**src/rtl/load_store_unit_if.sv**
```systemverilog
// ----------------------------------------------------------------------------
// load_store_unit_if
// Data-memory / peripheral bus between the load/store unit and the memory
// system. A request is transferred on bus_req_valid & bus_req_ready. Every
// accepted request (load or store) is answered by exactly one bus_rsp_valid
// beat, optionally qualified by bus_rsp_err.
//
//   bus_req_valid  LSU -> mem  request valid
//   bus_req_ready  mem -> LSU  request accepted when valid & ready
//   bus_addr       LSU -> mem  word-aligned byte address
//   bus_we         LSU -> mem  1 = write
//   bus_be         LSU -> mem  byte enables
//   bus_wdata      LSU -> mem  lane-replicated store data
//   bus_rsp_valid  mem -> LSU  response beat
//   bus_rsp_err    mem -> LSU  error qualifier on the response
//   bus_rdata      mem -> LSU  raw word read data
//
// Modports: master = LSU side, slave = memory side.
// ----------------------------------------------------------------------------
interface load_store_unit_if;
  logic        bus_req_valid;
  logic        bus_req_ready;
  logic [31:0] bus_addr;
  logic        bus_we;
  logic [3:0]  bus_be;
  logic [31:0] bus_wdata;
  logic        bus_rsp_valid;
  logic        bus_rsp_err;
  logic [31:0] bus_rdata;

  modport master (
    output bus_req_valid, bus_addr, bus_we, bus_be, bus_wdata,
    input  bus_req_ready, bus_rsp_valid, bus_rsp_err, bus_rdata
  );

  modport slave (
    input  bus_req_valid, bus_addr, bus_we, bus_be, bus_wdata,
    output bus_req_ready, bus_rsp_valid, bus_rsp_err, bus_rdata
  );
endinterface

```
**src/rtl/load_store_unit.sv**
```systemverilog
// ----------------------------------------------------------------------------
// load_store_unit
// Turns the MEM-stage access into a word-aligned bus transaction with byte
// enables, stalls the pipeline while the bus is busy, and returns aligned,
// sign/zero-extended load data registered for the WB stage one cycle after
// the access completes. Misaligned/illegal accesses, bus errors and bus
// timeouts are reported through lsu_err / lsu_err_cause.
//
// Ports:
//   clk, reset_n             clock, asynchronous active-low reset
//   mem_addr/mem_wdata       MEM-stage byte address and unaligned store data
//   mem_op                   fun3 (000 B, 001 H, 010 W, 100 BU, 101 HU)
//   mem_write/mem_read       store / load request (both set = store)
//   mem_rdata                aligned load data, valid the cycle after DONE
//   lsu_stall                holds IF..MEM pipeline registers
//   lsu_err                  one-cycle pulse in DONE on a faulted access
//   lsu_err_cause            00 ok, 01 misaligned/illegal, 10 bus err, 11 timeout
//   bus                      load_store_unit_if.master
//
// Parameter TIMEOUT_CYCLES (1..65535): cycles waited in REQ or RESP before
// the access is abandoned with a timeout.
//
// Build option LSU_FAST_IDLE_EN: when defined, a legal access is presented
// on the bus combinationally already in IDLE, saving one stall cycle when
// the bus accepts immediately.
// ----------------------------------------------------------------------------
module load_store_unit #(
  parameter int unsigned TIMEOUT_CYCLES = 255
) (
  input  logic        clk,
  input  logic        reset_n,
  input  logic [31:0] mem_addr,
  input  logic [31:0] mem_wdata,
  input  logic [2:0]  mem_op,
  input  logic        mem_write,
  input  logic        mem_read,
  output logic [31:0] mem_rdata,
  output logic        lsu_stall,
  output logic        lsu_err,
  output logic [1:0]  lsu_err_cause,
  load_store_unit_if.master bus
);

  typedef enum logic [1:0] {IDLE, REQ, RESP, DONE} state_t;

  localparam logic [15:0] TIMEOUT_LAST = 16'(TIMEOUT_CYCLES - 1);

  localparam logic [1:0] CAUSE_NONE    = 2'b00;
  localparam logic [1:0] CAUSE_ALIGN   = 2'b01;
  localparam logic [1:0] CAUSE_BUS     = 2'b10;
  localparam logic [1:0] CAUSE_TIMEOUT = 2'b11;

  state_t      state_reg;
  logic [31:0] addr_reg;
  logic        we_reg;
  logic [3:0]  be_reg;
  logic [31:0] wdata_reg;
  logic [2:0]  op_reg;
  logic [1:0]  lane_reg;
  logic        req_valid_reg;
  logic [15:0] cnt_reg;
  logic [1:0]  cause_reg;
  logic        err_reg;
  logic [31:0] rdata_cap_reg;
  logic [31:0] mem_rdata_reg;

  // --------------------------------------------------------------------------
  // Decode and format the incoming access
  // --------------------------------------------------------------------------
  logic        access;
  logic [1:0]  size;
  logic        illegal_op;
  logic        misaligned;
  logic        fault_now;
  logic [3:0]  req_be;
  logic [31:0] req_wdata;

  assign access     = mem_read | mem_write;
  assign size       = mem_op[1:0];
  assign illegal_op = (mem_op == 3'b011) || (mem_op[2:1] == 2'b11);
  assign misaligned = ((size == 2'b01) && mem_addr[0]) ||
                      ((size == 2'b10) && (mem_addr[1:0] != 2'b00));
  assign fault_now  = illegal_op | misaligned;

  always_comb begin
    req_be = 4'b1111;
    if (mem_write) begin
      case (size)
        2'b00:   req_be = 4'b0001 << mem_addr[1:0];
        2'b01:   req_be = mem_addr[1] ? 4'b1100 : 4'b0011;
        default: req_be = 4'b1111;
      endcase
    end
  end

  // Replicate the store byte/halfword onto every lane so the byte enables
  // alone pick the destination.
  generate
    for (genvar gi = 0; gi < 4; gi++) begin : g_wlane
      assign req_wdata[gi*8 +: 8] = (size == 2'b00) ? mem_wdata[7:0] :
                                    (size == 2'b01) ? mem_wdata[(gi%2)*8 +: 8] :
                                                      mem_wdata[gi*8 +: 8];
    end
  endgenerate

  // --------------------------------------------------------------------------
  // Load alignment from the latched lane and op
  // --------------------------------------------------------------------------
  logic [31:0] shifted;
  logic [31:0] aligned;

  assign shifted = bus.bus_rdata >> {lane_reg, 3'b000};

  always_comb begin
    aligned = shifted;
    case (op_reg)
      3'b000:  aligned = {{24{shifted[7]}},  shifted[7:0]};
      3'b001:  aligned = {{16{shifted[15]}}, shifted[15:0]};
      3'b100:  aligned = {24'd0, shifted[7:0]};
      3'b101:  aligned = {16'd0, shifted[15:0]};
      default: aligned = shifted;
    endcase
  end

  // --------------------------------------------------------------------------
  // Fast IDLE path: legal access goes out on the bus without a REQ cycle
  // --------------------------------------------------------------------------
  logic fast_req;
`ifdef LSU_FAST_IDLE_EN
  assign fast_req = (state_reg == IDLE) && access && !fault_now;
`else
  assign fast_req = 1'b0;
`endif

  assign bus.bus_req_valid = req_valid_reg | fast_req;
  assign bus.bus_addr      = fast_req ? {mem_addr[31:2], 2'b00} : addr_reg;
  assign bus.bus_we        = fast_req ? mem_write : we_reg;
  assign bus.bus_be        = fast_req ? req_be    : be_reg;
  assign bus.bus_wdata     = fast_req ? req_wdata : wdata_reg;

  assign lsu_stall     = (state_reg == IDLE) ? access
                                             : ((state_reg == REQ) || (state_reg == RESP));
  assign lsu_err       = err_reg;
  assign lsu_err_cause = cause_reg;
  assign mem_rdata     = mem_rdata_reg;

  // --------------------------------------------------------------------------
  // FSM
  // --------------------------------------------------------------------------
  always_ff @(posedge clk or negedge reset_n) begin
    if (!reset_n) begin
      state_reg     <= IDLE;
      addr_reg      <= '0;
      we_reg        <= 1'b0;
      be_reg        <= '0;
      wdata_reg     <= '0;
      op_reg        <= '0;
      lane_reg      <= '0;
      req_valid_reg <= 1'b0;
      cnt_reg       <= '0;
      cause_reg     <= CAUSE_NONE;
      err_reg       <= 1'b0;
      rdata_cap_reg <= '0;
      mem_rdata_reg <= '0;
    end else begin
      err_reg <= 1'b0;
      case (state_reg)
        IDLE: begin
          cnt_reg <= '0;
          if (access) begin
            we_reg <= mem_write;
            if (fault_now) begin
              // No bus transaction for a misaligned or illegal access.
              state_reg <= DONE;
              cause_reg <= CAUSE_ALIGN;
              err_reg   <= 1'b1;
            end else begin
              addr_reg  <= {mem_addr[31:2], 2'b00};
              be_reg    <= req_be;
              wdata_reg <= req_wdata;
              op_reg    <= mem_op;
              lane_reg  <= mem_addr[1:0];
              if (fast_req && bus.bus_req_ready) begin
                state_reg <= RESP;
              end else begin
                state_reg     <= REQ;
                req_valid_reg <= 1'b1;
              end
            end
          end
        end

        REQ: begin
          if (bus.bus_req_ready) begin
            state_reg     <= RESP;
            req_valid_reg <= 1'b0;
            cnt_reg       <= '0;
          end else if (cnt_reg == TIMEOUT_LAST) begin
            state_reg     <= DONE;
            req_valid_reg <= 1'b0;
            cause_reg     <= CAUSE_TIMEOUT;
            err_reg       <= 1'b1;
            cnt_reg       <= '0;
          end else begin
            cnt_reg <= cnt_reg + 16'd1;
          end
        end

        RESP: begin
          if (bus.bus_rsp_valid) begin
            state_reg     <= DONE;
            cnt_reg       <= '0;
            rdata_cap_reg <= aligned;
            cause_reg     <= bus.bus_rsp_err ? CAUSE_BUS : CAUSE_NONE;
            err_reg       <= bus.bus_rsp_err;
          end else if (cnt_reg == TIMEOUT_LAST) begin
            state_reg <= DONE;
            cnt_reg   <= '0;
            cause_reg <= CAUSE_TIMEOUT;
            err_reg   <= 1'b1;
          end else begin
            cnt_reg <= cnt_reg + 16'd1;
          end
        end

        DONE: begin
          // Never re-issue: DONE always returns to IDLE. Loads publish
          // their data (zero if faulted); stores leave mem_rdata alone.
          state_reg <= IDLE;
          cnt_reg   <= '0;
          if (!we_reg) begin
            mem_rdata_reg <= (cause_reg == CAUSE_NONE) ? rdata_cap_reg : 32'd0;
          end
        end

        default: state_reg <= IDLE;
      endcase
    end
  end

endmodule

```
**src/flat_wrapper.sv**
```systemverilog
// flat-port wrapper written by rule: the top's interface ports become plain ports
module load_store_unit_flat 
#(
  parameter int unsigned TIMEOUT_CYCLES = 255
)
  (clk, reset_n, mem_addr, mem_wdata, mem_op, mem_write, mem_read, mem_rdata, lsu_stall, lsu_err, lsu_err_cause, bus_bus_req_valid, bus_bus_addr, bus_bus_we, bus_bus_be, bus_bus_wdata, bus_bus_req_ready, bus_bus_rsp_valid, bus_bus_rsp_err, bus_bus_rdata);
  load_store_unit_if bus_i ();
  input  logic clk;
  input  logic reset_n;
  input  logic [31:0] mem_addr;
  input  logic [31:0] mem_wdata;
  input  logic [2:0] mem_op;
  input  logic mem_write;
  input  logic mem_read;
  output logic [31:0] mem_rdata;
  output logic lsu_stall;
  output logic lsu_err;
  output logic [1:0] lsu_err_cause;
  output wire logic [$bits(bus_i.bus_req_valid)-1:0] bus_bus_req_valid;
  output wire logic [$bits(bus_i.bus_addr)-1:0] bus_bus_addr;
  output wire logic [$bits(bus_i.bus_we)-1:0] bus_bus_we;
  output wire logic [$bits(bus_i.bus_be)-1:0] bus_bus_be;
  output wire logic [$bits(bus_i.bus_wdata)-1:0] bus_bus_wdata;
  input wire logic [$bits(bus_i.bus_req_ready)-1:0] bus_bus_req_ready;
  input wire logic [$bits(bus_i.bus_rsp_valid)-1:0] bus_bus_rsp_valid;
  input wire logic [$bits(bus_i.bus_rsp_err)-1:0] bus_bus_rsp_err;
  input wire logic [$bits(bus_i.bus_rdata)-1:0] bus_bus_rdata;
  assign bus_bus_req_valid = bus_i.bus_req_valid;
  assign bus_bus_addr = bus_i.bus_addr;
  assign bus_bus_we = bus_i.bus_we;
  assign bus_bus_be = bus_i.bus_be;
  assign bus_bus_wdata = bus_i.bus_wdata;
  assign bus_i.bus_req_ready = bus_bus_req_ready;
  assign bus_i.bus_rsp_valid = bus_bus_rsp_valid;
  assign bus_i.bus_rsp_err = bus_bus_rsp_err;
  assign bus_i.bus_rdata = bus_bus_rdata;
  load_store_unit #(.TIMEOUT_CYCLES(TIMEOUT_CYCLES)) u_core (.clk(clk), .reset_n(reset_n), .mem_addr(mem_addr), .mem_wdata(mem_wdata), .mem_op(mem_op), .mem_write(mem_write), .mem_read(mem_read), .mem_rdata(mem_rdata), .lsu_stall(lsu_stall), .lsu_err(lsu_err), .lsu_err_cause(lsu_err_cause), .bus(bus_i));
endmodule
```
**config.mk**
```make
export PLATFORM = sky130hd
export DESIGN_NAME = load_store_unit_flat
export DESIGN_NICKNAME = d
export VERILOG_FILES = /design/src/rtl/load_store_unit_if.sv /design/src/rtl/load_store_unit.sv /design/src/flat_wrapper.sv
export SDC_FILE = /design/constraint.sdc
export NUM_CORES = 1
export LEC_CHECK = 0
export ABC_AREA = 1
export CAP_MARGIN = 20
export CORE_UTILIZATION = 44
export CTS_CLUSTER_DIAMETER = 30
export DETAILED_ROUTE_END_ITERATION = 6
export PLACE_DENSITY = 0.76
export SLEW_MARGIN = 40
export SYNTH_ARGS = -nofsm -noshare
export SYNTH_HDL_FRONTEND = slang
export SYNTH_SLANG_ARGS = --single-unit
```
**constraint.sdc**
```tcl
create_clock -name clk -period 1.8 [get_ports clk]
set_clock_uncertainty 0.15 [all_clocks]
set_input_delay 0.36 -clock clk [delete_from_list [all_inputs] [get_ports clk]]
set_output_delay 0.36 -clock clk [all_outputs]
set_load 0.02 [all_outputs]
```
Word level (Yosys, flattened, before mapping). Cells that the tools add are included. Widths: inputs -> output; s select.

Logic and storage cells: 94. Register bits after elaboration: 158. Input port bits: 106.

Reduce and logical (&&, ||, !) cells: 19. $add $sub $neg: 1. Equality and inequality tests: 16. Mux-type cells: 39. Shift operators: 2. Bitwise gates (word level): 4.

Operators by type and width (number): $pmux 32 s4 (1); $mux 16 (3); $pmux 16 s3 (1); $mux 8 (5); $mux 32 (1); $shr 32x5->32 (1); $mux 2 (11); $add 16x1->16 const B (1); $eq 16x8->1 const B (1); $mux 1 (10); $eq 2x2->1 const B (4); $mux 4 (2); $pmux 2 s4 (1); $pmux 4 s2 (1); $reduce_and 4->1 (2); $eq 3x3->1 const B (2); $logic_not 2->1 (3); $pmux 2 s3 (1); $reduce_and 2->1 (3); $eq 2x1->1 const B (2); $ne 2x1->1 const B (2); $ne 2x2->1 const B (2); $reduce_bool 2->1 (2); $shl 1x2->4 const A (1); other kinds (13) (18).

Depth between registers and ports, before layout. Gate-level depths: netlist of the first run.

Word-level depth: 7. Mapped depth: 12. Depth with buffers taken out: 12.

Least setup slack after synthesis of the first run. Ideal clock, no wire load.

Path type: register to register. Start point: register u_core.state_reg[1]. End point: register u_core.wdata_reg[23], in the netlist u_core.bus.bus_wdata[23]. Path slack: 0.040 ns. Cell stages (with the launch flop): 10. Library setup time: 0.117 ns. Arrival: 1.494 ns. Period minus slack after synthesis: 1.760 ns. Path buffers: 2. Cells stage by stage: dfrtp_1 -> inv_1 -> ha_1 -> inv_2 -> nor2_2 -> nand3_2 -> buf_2 -> buf_2 -> nand2_1 -> nand2_1.

Cells in the longest elaborated chain, start to end: 2.

RTL lines: start: declaration (RTL line load_store_unit.sv:53) `state_t state_reg;`; start signal: assignment (RTL line load_store_unit.sv:152) `state_reg <= IDLE;`; start signal: assignment (RTL line load_store_unit.sv:174) `state_reg <= DONE;`; start signal: assignment (RTL line load_store_unit.sv:184) `state_reg <= RESP;`; $logic_not 2->1 (RTL line load_store_unit.sv:167) `case (state_reg)`; $reduce_and 3->1 (no source line); end signal: assignment (RTL line load_store_unit.sv:180) `wdata_reg <= req_wdata;`; end: declaration (RTL line load_store_unit.sv:57) `logic [31:0] wdata_reg;`.

Every way passes these cells. A chain may end at the register's enable or synchronous reset.

Final worst setup path of the first run.
Start point: register u_core.state_reg[0]. End point: output port lsu_stall.

Cells in the longest elaborated chain, start to end: 3. Elaborated cells on any way between the ends: 5. Those cells by class: 2 x eq/ne; 1 x mux; 2 x reduce/logical.

RTL lines: $eq 2x1->1 or $eq 2x2->1 (tied branches) (RTL line load_store_unit.sv:142) `: ((state_reg == REQ) || (state_reg == RESP));`; $logic_or 1x1->1 (RTL line load_store_unit.sv:142); $mux 1 (*) (RTL line load_store_unit.sv:141) `assign lsu_stall = (state_reg == IDLE) ? access`; end: declaration (RTL line flat_wrapper.sv:16) `output logic lsu_stall;`.

Every way passes the cells marked *; elsewhere a longest branch is shown, timed or not.

==> results of run 1 <==
power by group:
group | total (mW) | switching [mW] | internal [mW]
clock | 3.76 | 1.53 | 2.23
combinational | 9.68 | 5.57 | 4.11
sequential | 6.19 | 1.12 | 5.08
stage by stage:
stage | instances | area, µm² | total power, mW | TNS [ns]
floorplan | 947 | 7510 | 10.6 | 0
global placement | 1398 | 10300 | 14.7 | -17.62
detailed placement | 1398 | 10300 | 14.8 | -20.63
CTS | 1455 | 11500 | 18.7 | -3.87
global route | 1460 | 12000 | 20.8 | -15.87
finish | 1460 | 12000 | 19.6 | -11.06
critical path: stages (launching register included):
cell and delay, ns:
sky130_fd_sc_hd__dfrtp_1 0.42, sky130_fd_sc_hd__inv_2 0.11, sky130_fd_sc_hd__ha_4 0.16, sky130_fd_sc_hd__inv_4 0.04, sky130_fd_sc_hd__nor2_4 0.12, sky130_fd_sc_hd__inv_2 0.06
sky130_fd_sc_hd__o21ai_2 0.06, sky130_fd_sc_hd__buf_6 0.14
cell usage after synthesis, types with 2 or more instances:
| cell | number |
|---|---|
| sky130_fd_sc_hd__buf_2 | 14 |
| sky130_fd_sc_hd__clkinv_1 | 2 |
| sky130_fd_sc_hd__o211ai_1 | 9 |
| sky130_fd_sc_hd__ha_1 | 6 |
| sky130_fd_sc_hd__dfrtp_1 | 158 |
| sky130_fd_sc_hd__nor2_2 | 2 |
| sky130_fd_sc_hd__o21a_1 | 8 |
| sky130_fd_sc_hd__a21oi_1 | 20 |
| sky130_fd_sc_hd__nand4_1 | 3 |
| sky130_fd_sc_hd__nand3_1 | 88 |
| sky130_fd_sc_hd__inv_2 | 4 |
| sky130_fd_sc_hd__buf_1 | 2 |
| sky130_fd_sc_hd__buf_6 | 2 |
| sky130_fd_sc_hd__nor2_1 | 46 |
| sky130_fd_sc_hd__nand2_1 | 340 |
| sky130_fd_sc_hd__xnor2_1 | 3 |
| sky130_fd_sc_hd__o21ai_0 | 102 |
| sky130_fd_sc_hd__a2bb2oi_1 | 7 |
| sky130_fd_sc_hd__buf_4 | 5 |
| sky130_fd_sc_hd__clkbuf_1 | 25 |
| sky130_fd_sc_hd__inv_1 | 71 |
| sky130_fd_sc_hd__nor3_1 | 2 |
| sky130_fd_sc_hd__xor2_1 | 6 |
| sky130_fd_sc_hd__o21ai_1 | 11 |
metal layers:
layer | global-route usage [%] | vias to the layer above
li1 | - | 3598
met1 | 34.3 | 3662
met2 | 45.7 | 372
met3 | 8.01 | 74
met4 | 13.9 | 0
met5 | 0 | -
repair_timing:
item                                    CTS  global route
buffers inserted                         11             9
gates resized for setup                 213           127
pin swaps                                40            16
hold endpoints to repair                 30             0
hold buffers                              1             0
cloned                                   13             0
endpoints found under the setup margin  177            91
worst paths after layout:
path                                                from                  endpoint  slack, ns  cells after the start
worst max-delay path                 u_core.state_reg[0]                 lsu_stall      -0.26                      7
worst min register to register  u_core.bus.bus_req_valid  u_core.bus.bus_req_valid       0.33                      2
worst max register to register       u_core.state_reg[0]  u_core.bus.bus_wdata[19]      -0.23                     11
max in group asynchronous                        reset_n   u_core.bus.bus_addr[16]       0.66                      3
min in group clk                            mem_addr[13]   u_core.bus.bus_addr[13]       0.31                      3
worst min-delay path                             reset_n       u_core.state_reg[0]       0.23                      2
final cells by class:
type                            count  area (µm²)
Timing Repair Buffer              308        3210
Tap cell                          220         275
Clock buffer                       20         447
Clock inverter                     12         163
Sequential cell                   158        3950
Fill cell                        1174        4660
Multi-Input combinational cell    664        3630
Antenna cell                        1        2.50
Inverter                           77         302
cells by family (layout without fill, tap and decap cells):
kind of cell               count (synthesis)  after routing
AOI/OAI and AO/OA                        159            159
xor gates and xnor gates                   9              9
adders and majority gates                  6              6
buffers and inverters                    125            417
DFF                                      158            158
other                                      1              3
and+or+nand+nor                          488            488
==> results.txt, run 1 <==
----------------------------------------------------
[Global route]
  Maximum number of pins on one net before global-route repair ... between 50 and 60
  Number of global-route vias before repair ... 7559
  Antenna violations before repair ... 1
  Remaining Overflow, GRT ... 0
  All-layer global routing usage ... between 20 and 30%
  Wire length of the first global-routing pass ... ~38000 µm

[Clock network]
  Clk_lat worst skew ... roughly 0.43 ns
  Clock buffer depth ... 2
  CTS tree ... yes
  TritonCTS Sinks ... around 160
  Number of buffers created by CTS ... 17
  Root buffer cell ... sky130_fd_sc_hd__clkbuf_16
  Number of H-tree branching levels ... 4
  Clock transition at path regs ... 0.06 ns

[Synthesis]
  Compound-gate portion of the synthesized area ... about an eighth
  Leading cell types by total area after synthesis ... sky130_fd_sc_hd__dfrtp_1 (53%), sky130_fd_sc_hd__nand2_1 (17%), sky130_fd_sc_hd__o21ai_0 (6.8%), sky130_fd_sc_hd__nand3_1 (5.9%), sky130_fd_sc_hd__inv_1 (3.6%)
  Fraction of synthesized cell area in xor and xnor cells ... roughly 1.1%
  Gate count after technology mapping ... roughly 950
  Main flop type after synthesis ... sky130_fd_sc_hd__dfrtp_1
  Top cell type's share of synthesized area ... approximately 53%
  Synthesis Warnings ... 0
  Number of unique standard cell types used by synthesis ... 34
  Number of synthesized register bits ... between 150 and 200
  Per-instance average area after synthesis ... 7.93 µm²
  Number of synthesized flops with an enable pin ... 0
  Main combinational cell family by area after synthesis ... simple AND/OR/NAND/NOR gates
  Post-synthesis instance area ... 0.00751 mm²
  Adder-cell share of the synthesized area ... between 1 and 1.5%
  Share of synthesized flip-flops with an asynchronous set or reset ... 100%
  Area share of and/or/nand/nor cells after synthesis ... about a quarter
  Multiplexer area fraction after synthesis ... 0%
  Library cell with the largest summed area after synthesis ... sky130_fd_sc_hd__dfrtp_1
  Seq/Total Area, Yosys ... approximately 53%

[Timing]
  Setup repair after global routing missed its margin ... true
  Final-layout worst hold slack ... approximately 0.23 ns
  # setup viols final ... between 70 and 80
  Pins Over Slew Limit ... 0
  Worst slew margin relative to its limit ... ~54%
  Min Clock Period, post-route ... approximately 2.1 ns
  Number of failing hold endpoints at the final stage ... 0
  Maximum clock frequency ... approximately 490 MHz
  Fin crit share ... 114%
  Slew at the pin closest to its max-slew limit ... between 0.6 and 0.7 ns
  Final setup slack of the worst path ... -0.256 ns

[Final layout]
  Final core occ ... slightly above 70%
  Ratio of cells with drive above 1 in the final layout ... 21.1%
  Area growth syn-to-layout ... 59.6%
  Post-layout net count ... between 1000 and 1500
  Commonest cells after routing, fill and taps aside ... sky130_fd_sc_hd__nand2_1 (259), sky130_fd_sc_hd__dfrtp_1 (158), sky130_fd_sc_hd__clkdlybuf4s50_1 (104), sky130_fd_sc_hd__dlygate4sd2_1 (103), sky130_fd_sc_hd__o21ai_0 (88)
  Most common cell after layout, fill and taps aside ... sky130_fd_sc_hd__nand2_1

[Floorplan]
  Full die area ... 0.0176 mm²
  Number of top-level pins ... about 210
  Vertical die dimension ... between 100 and 150 µm
  Placeable core region ... approximately 0.017 mm²
  Count of standard-cell rows ... 47
  Starting utilization of the core area ... roughly 45%
  Horizontal die dimension ... around 130 µm

[Route]
  Antenna-violating nets left ... 0
  Detailed-route via count ... around 7700
  Met1 wire length ... ~10000 µm
  Detailed Routing Iterations Pass 1 ... 5
  Number of design-rule violations left by the first detailed-router iteration ... roughly 540
  Detailed-route wire length ... between 20000 and 30000 µm
  Uppermost metal layer occupied by signal nets ... met4
  Number of DRC violations after detailed routing ... 0
  Met3 routed wirelength ... 2130 µm
  WL met2 ... ~12000 µm
  Post-detailed-route via-to-cell ratio ... ~5.3
  Detailed-route wire length per cell ... roughly 18 µm

[Job]
  Reported max-cap violation count ... 0

[Power]
  Worst ir drop on vdd ... 0.000891 V
  Pwr/cell area ... 1640 mW/mm²
  Leakage Power ... roughly 6 nW

[Status]
  Violations in the final reports ... negative setup slack
  Status ... finished with violations

[Place]
  Setup WS pre-CTS ... -0.480 ns
  Number of port buffers ... 209
  HPWL Detailed ... between 15000 and 20000 µm
  Weighted congestion reported at the end of routability-driven placement ... 0.916

[Setup path]
  Maximum net fanout on the critical path ... 2
  Type of the worst setup path ... flop to output port
  Startpoint type of the worst setup path ... flop
  Critical Path AT ... 1.55 ns
  Data required time at the worst endpoint ... 1.29 ns
  Crit end category ... output port

[Min path]
  Hold Path Class ... primary input to asynchronous set/reset pin

----------------------------------------------------
Note: power is estimated with default switching activity, not from simulation.
==> inputs of run 2 (changes only) <==
--- a/config.mk
+++ b/config.mk
@@ -5,12 +5,11 @@
 export SDC_FILE = /design/constraint.sdc
 export NUM_CORES = 1
 export LEC_CHECK = 0
-export ABC_AREA = 1
 export CAP_MARGIN = 20
-export CORE_UTILIZATION = 44
+export CORE_UTILIZATION = 43
 export CTS_CLUSTER_DIAMETER = 30
 export DETAILED_ROUTE_END_ITERATION = 6
-export PLACE_DENSITY = 0.76
+export PLACE_DENSITY = 0.75
 export SLEW_MARGIN = 40
 export SYNTH_ARGS = -nofsm -noshare
 export SYNTH_HDL_FRONTEND = slang
==> run 2 against run 1 <==
Net effect:
- largest power group unchanged
- flip-flop and latch count stayed put
- register-to-register slack better by 0.14 ns
- power is 1.5% lower
- maximum frequency is 4.5% higher
- largest cell class unchanged
- final cell count is 23% lower
- via count is 21% lower
- critical path depth is 2 lower
- synthesized cell count is 36% lower
- combinational power is 3.2% lower
- the run still ends with negative setup slack left
- design area is 5.3% lower
==> results.txt, run 2 <==
----------------------------------------------------
[Clock network]
  Root buffer cell ... sky130_fd_sc_hd__clkbuf_16 (unchanged)
  Number of buffers created by CTS ... 17 (unchanged)
  Clock buffer depth ... 2 (unchanged)
  TritonCTS Sinks ... 158 (unchanged)
  Clk_lat worst skew ... 0.41 ns (was 0.43 ns)
  Number of H-tree branching levels ... 4 (unchanged)
  CTS tree ... yes (unchanged)
  Clock transition at path regs ... 0.07 ns (was 0.06 ns)

[Route]
  Detailed Routing Iterations Pass 1 ... 5 (unchanged)
  Antenna-violating nets left ... 0 (unchanged)
  Number of DRC violations after detailed routing ... 0 (unchanged)
  Detailed-route wire length per cell ... 19.2 µm (was 17.6 µm)
  Detailed-route wire length ... 21600 µm (was 25700 µm)
  Number of design-rule violations left by the first detailed-router iteration ... 428 (was 536)
  Detailed-route via count ... 6053 (was 7706)
  Post-detailed-route via-to-cell ratio ... 5.38 (was 5.28)

[Global route]
  Wire length of the first global-routing pass ... 33200 µm (was 38300 µm)
  Remaining Overflow, GRT ... 0 (unchanged)
  All-layer global routing usage ... 24.0% (was 28.1%)
  Antenna violations before repair ... 1 (unchanged)
  Maximum number of pins on one net before global-route repair ... 40 (was 52)
  Number of global-route vias before repair ... 6335 (was 7559)

[Synthesis]
  Per-instance average area after synthesis ... 12.0 µm² (was 7.93 µm²)
  Most used standard cell by instance count after synthesis ... sky130_fd_sc_hd__dfrtp_1 (was sky130_fd_sc_hd__nand2_1)
  Seq/Total Area, Yosys ... 53.8% (was 52.7%)
  Gate count after technology mapping ... 610 (was 946)
  Number of unique standard cell types used by synthesis ... 53 (was 34)
  Top cell type's share of synthesized area ... 53.8% (was 52.7%)
  Number of synthesized register bits ... 158 (unchanged)
  Synthesis Warnings ... 0 (unchanged)
  Library cell with the largest summed area after synthesis ... sky130_fd_sc_hd__dfrtp_1 (unchanged)
  Number of synthesized flops with an enable pin ... 0 (unchanged)
  Share of synthesized flip-flops with an asynchronous set or reset ... 100% (unchanged)
  Main flop type after synthesis ... sky130_fd_sc_hd__dfrtp_1 (unchanged)
  Synth cell count leaders ... sky130_fd_sc_hd__dfrtp_1 (158), sky130_fd_sc_hd__nor2_1 (45), sky130_fd_sc_hd__mux2_4 (41), sky130_fd_sc_hd__o21ai_0 (41), sky130_fd_sc_hd__mux2i_1 (39) (was sky130_fd_sc_hd__nand2_1 (340), sky130_fd_sc_hd__dfrtp_1 (158), sky130_fd_sc_hd__o21ai_0 (102))
  Post-synthesis instance area ... 0.00734 mm² (was 0.00751 mm²)
  Leading cell types by total area after synthesis ... sky130_fd_sc_hd__dfrtp_1 (54%), sky130_fd_sc_hd__mux2_4 (8.4%), sky130_fd_sc_hd__mux2i_1 (5.3%), sky130_fd_sc_hd__a22o_1 (3.9%), sky130_fd_sc_hd__o21ai_0 (2.8%) (was sky130_fd_sc_hd__dfrtp_1 (53%), sky130_fd_sc_hd__nand2_1 (17%), sky130_fd_sc_hd__o21ai_0 (6.8%), sky130_fd_sc_hd__nand3_1 (5.9%), sky130_fd_sc_hd__inv_1 (3.6%))

[Setup path]
  Critical Path AT ... 1.46 ns (was 1.55 ns)
  Maximum net fanout on the critical path ... 3 (was 2)
  Buf/Inv on CP ... 2 (was 4)
  Number of cells traversed by the worst register-to-register path ... 8 (was 11)
  Worst path max stage delay ... 0.39 ns (was 0.42 ns)
  Cells along the critical path ... inv_2 -> ha_4 -> nor3b_4 -> nor2_1 -> buf_4 (was inv_2 -> ha_4 -> inv_4 -> nor2_4 -> inv_2 -> o21ai_2 -> buf_6)
  Startpoint type of the worst setup path ... flop (unchanged)
  Slowest CP cell ... sky130_fd_sc_hd__dfrtp_1 (unchanged)
  Crit end category ... output port (unchanged)
  Type of the worst setup path ... flop to output port (unchanged)
  Crit Reg-Reg Startpoint ... u_core.state_reg[0] (unchanged)
  R2r setup slk ... -0.09 ns (was -0.23 ns)
  Endpoint of the worst-slack reg-to-reg timing path ... u_core.bus.bus_wdata[7] (was u_core.bus.bus_wdata[19])
  Data required time at the worst endpoint ... 1.29 ns (about the same)
  Cell family contributing the most delay on the critical path ... flip-flops (unchanged)

[Min path]
  Hold Path Class ... primary input to asynchronous set/reset pin (unchanged)

[Timing]
  Pins Over Slew Limit ... 0 (unchanged)
  Slew at the pin closest to its max-slew limit ... 0.655 ns (was 0.687 ns)
  Worst slew margin relative to its limit ... 56.2% (was 54.0%)
  Fin crit share ... 109% (was 114%)
  Final setup slack of the worst path ... -0.167 ns (was -0.256 ns)
  Number of failing hold endpoints at the final stage ... 0 (unchanged)
  Min Clock Period, post-route ... 1.97 ns (was 2.06 ns)
  Setup repair after global routing missed its margin ... true (unchanged)
  Maximum clock frequency ... 508 MHz (was 486 MHz)
  # setup viols final ... 67 (was 72)

[Job]
  Reported max-cap violation count ... 0 (unchanged)

[Power]
  Worst ir drop on vdd ... 0.000898 V (was 0.000891 V)
  Leakage Power ... 5.30 nW (was 5.91 nW)
  Power, Total ... 19.3 mW (was 19.6 mW)
  Pwr/cell area ... 1700 mW/mm² (was 1640 mW/mm²)

[Final layout]
  Commonest cells after routing, fill and taps aside ... sky130_fd_sc_hd__dfrtp_1 (156), sky130_fd_sc_hd__dlygate4sd2_1 (106), sky130_fd_sc_hd__clkdlybuf4s50_1 (101), sky130_fd_sc_hd__buf_4 (47), sky130_fd_sc_hd__mux2_4 (42) (was sky130_fd_sc_hd__nand2_1 (259), sky130_fd_sc_hd__dfrtp_1 (158), sky130_fd_sc_hd__clkdlybuf4s50_1 (104), sky130_fd_sc_hd__dlygate4sd2_1 (103), sky130_fd_sc_hd__o21ai_0 (88))
  Final core occ ... 68.2% (was 72.0%)
  Post-layout net count ... 1004 (was 1338)
  Most common cell after layout, fill and taps aside ... sky130_fd_sc_hd__dfrtp_1 (was sky130_fd_sc_hd__nand2_1)
  Layout filler cell count ... 1199 (was 1174)
  Final Non-Filler Cells ... 1126 (was 1460)
  Area growth syn-to-layout ... 54.5% (was 59.6%)
  Ratio of cells with drive above 1 in the final layout ... 26.5% (was 21.1%)
  Layout Cell Area excl Fill ... 0.0113 mm² (was 0.0120 mm²)

[Place]
  HPWL Detailed ... 14600 µm (was 15800 µm)
  Number of port buffers ... 209 (unchanged)
  Weighted congestion reported at the end of routability-driven placement ... 0.885 (was 0.916)
  Placed cell areas ... 0.0101 mm² (was 0.0103 mm²)
  Total instance count after detailed placement ... 1059 (was 1398)

[Floorplan]
  Starting utilization of the core area ... 44.1% (was 45.1%)
  Full die area ... 0.0176 mm² (about the same)
  Count of standard-cell rows ... 47 (unchanged)
  Vertical die dimension ... 133 µm (about the same)
  Number of top-level pins ... 212 (unchanged)
  Placeable core region ... 0.0166 mm² (unchanged)
  Horizontal die dimension ... 133 µm (about the same)

[Status]
  Status ... finished with violations (unchanged)
  Violations in the final reports ... negative setup slack (unchanged)

----------------------------------------------------
run 2: worst max-delay path by stage:
stage                              from                        to  cells after the start
floorplan           u_core.state_reg[1]   u_core.bus.bus_addr[10]                      8
global placement              mem_write                 lsu_stall                      4
detailed placement            mem_op[0]  u_core.bus.bus_wdata[31]                      6
CTS                 u_core.state_reg[0]                 lsu_stall                      5
global route        u_core.state_reg[0]                 lsu_stall                      5
finish              u_core.state_reg[0]                 lsu_stall                      5
run 2: what timing repair did:
item,4_1_cts,5_1_grt
hold buffers,1,0
gates cloned,8,3
resized for setup,175,77
pin swaps,14,28
hold endpoints to repair,30,0
setup endpoints to repair,197,150
setup buffers,15,12
run 2: area by class of cell:
cell class	instances	area, µm²	area share, %
Clock buffer	18	439	3.87
Sequential cell	158	3960	34.9
Tap cell	220	275	2.43
Clock inverter	14	181	1.60
Antenna cell	1	2.50	0.0221
Multi-Input combinational cell	407	3450	30.4
Inverter	5	18.8	0.165
Timing Repair Buffer	303	3030	26.7
run 2: through the flow:
stage	setup WS (ns)	hold WS [ns]	TNS, ns
floorplan	-0.0277	-0.0856	-1.11
global placement	-0.422	0.126	-39.41
detailed placement	-0.474	0.135	-44.37
CTS	-0.204	0.269	-3.52
global route	-0.208	0.288	-7.89
finish	-0.167	0.268	-3.49
run 2: kinds of logic (layout without fill, tap and decap cells):
kind of cell / after synthesis / after routing / share of synthesized area (%)
compound gates: 153 / 154 / 14.8
flops: 158 / 158 / 53.8
xor+xnor: 13 / 13 / 1.55
other cells: 1 / 3 / 0.0511
fa+ha+maj: 6 / 6 / 1.02
buf+inv: 47 / 340 / 3.54
mux: 92 / 92 / 15.8
simple gates: 140 / 140 / 9.34
run 2: per-layer routing:
metal / track usage [%] / part of all wire, %
met5: 0 / 0
met4: 7.92 / 2.1
met3: 5.71 / 5.3
met2: 39.9 / 50
met1: 30.8 / 43
run 2: report_power, final:
part	switching (mW)	total [mW]	internal, mW
Clock	1.51	3.75	2.24
Sequential	1.08	6.22	5.14
Combinational	4.63	9.37	4.74
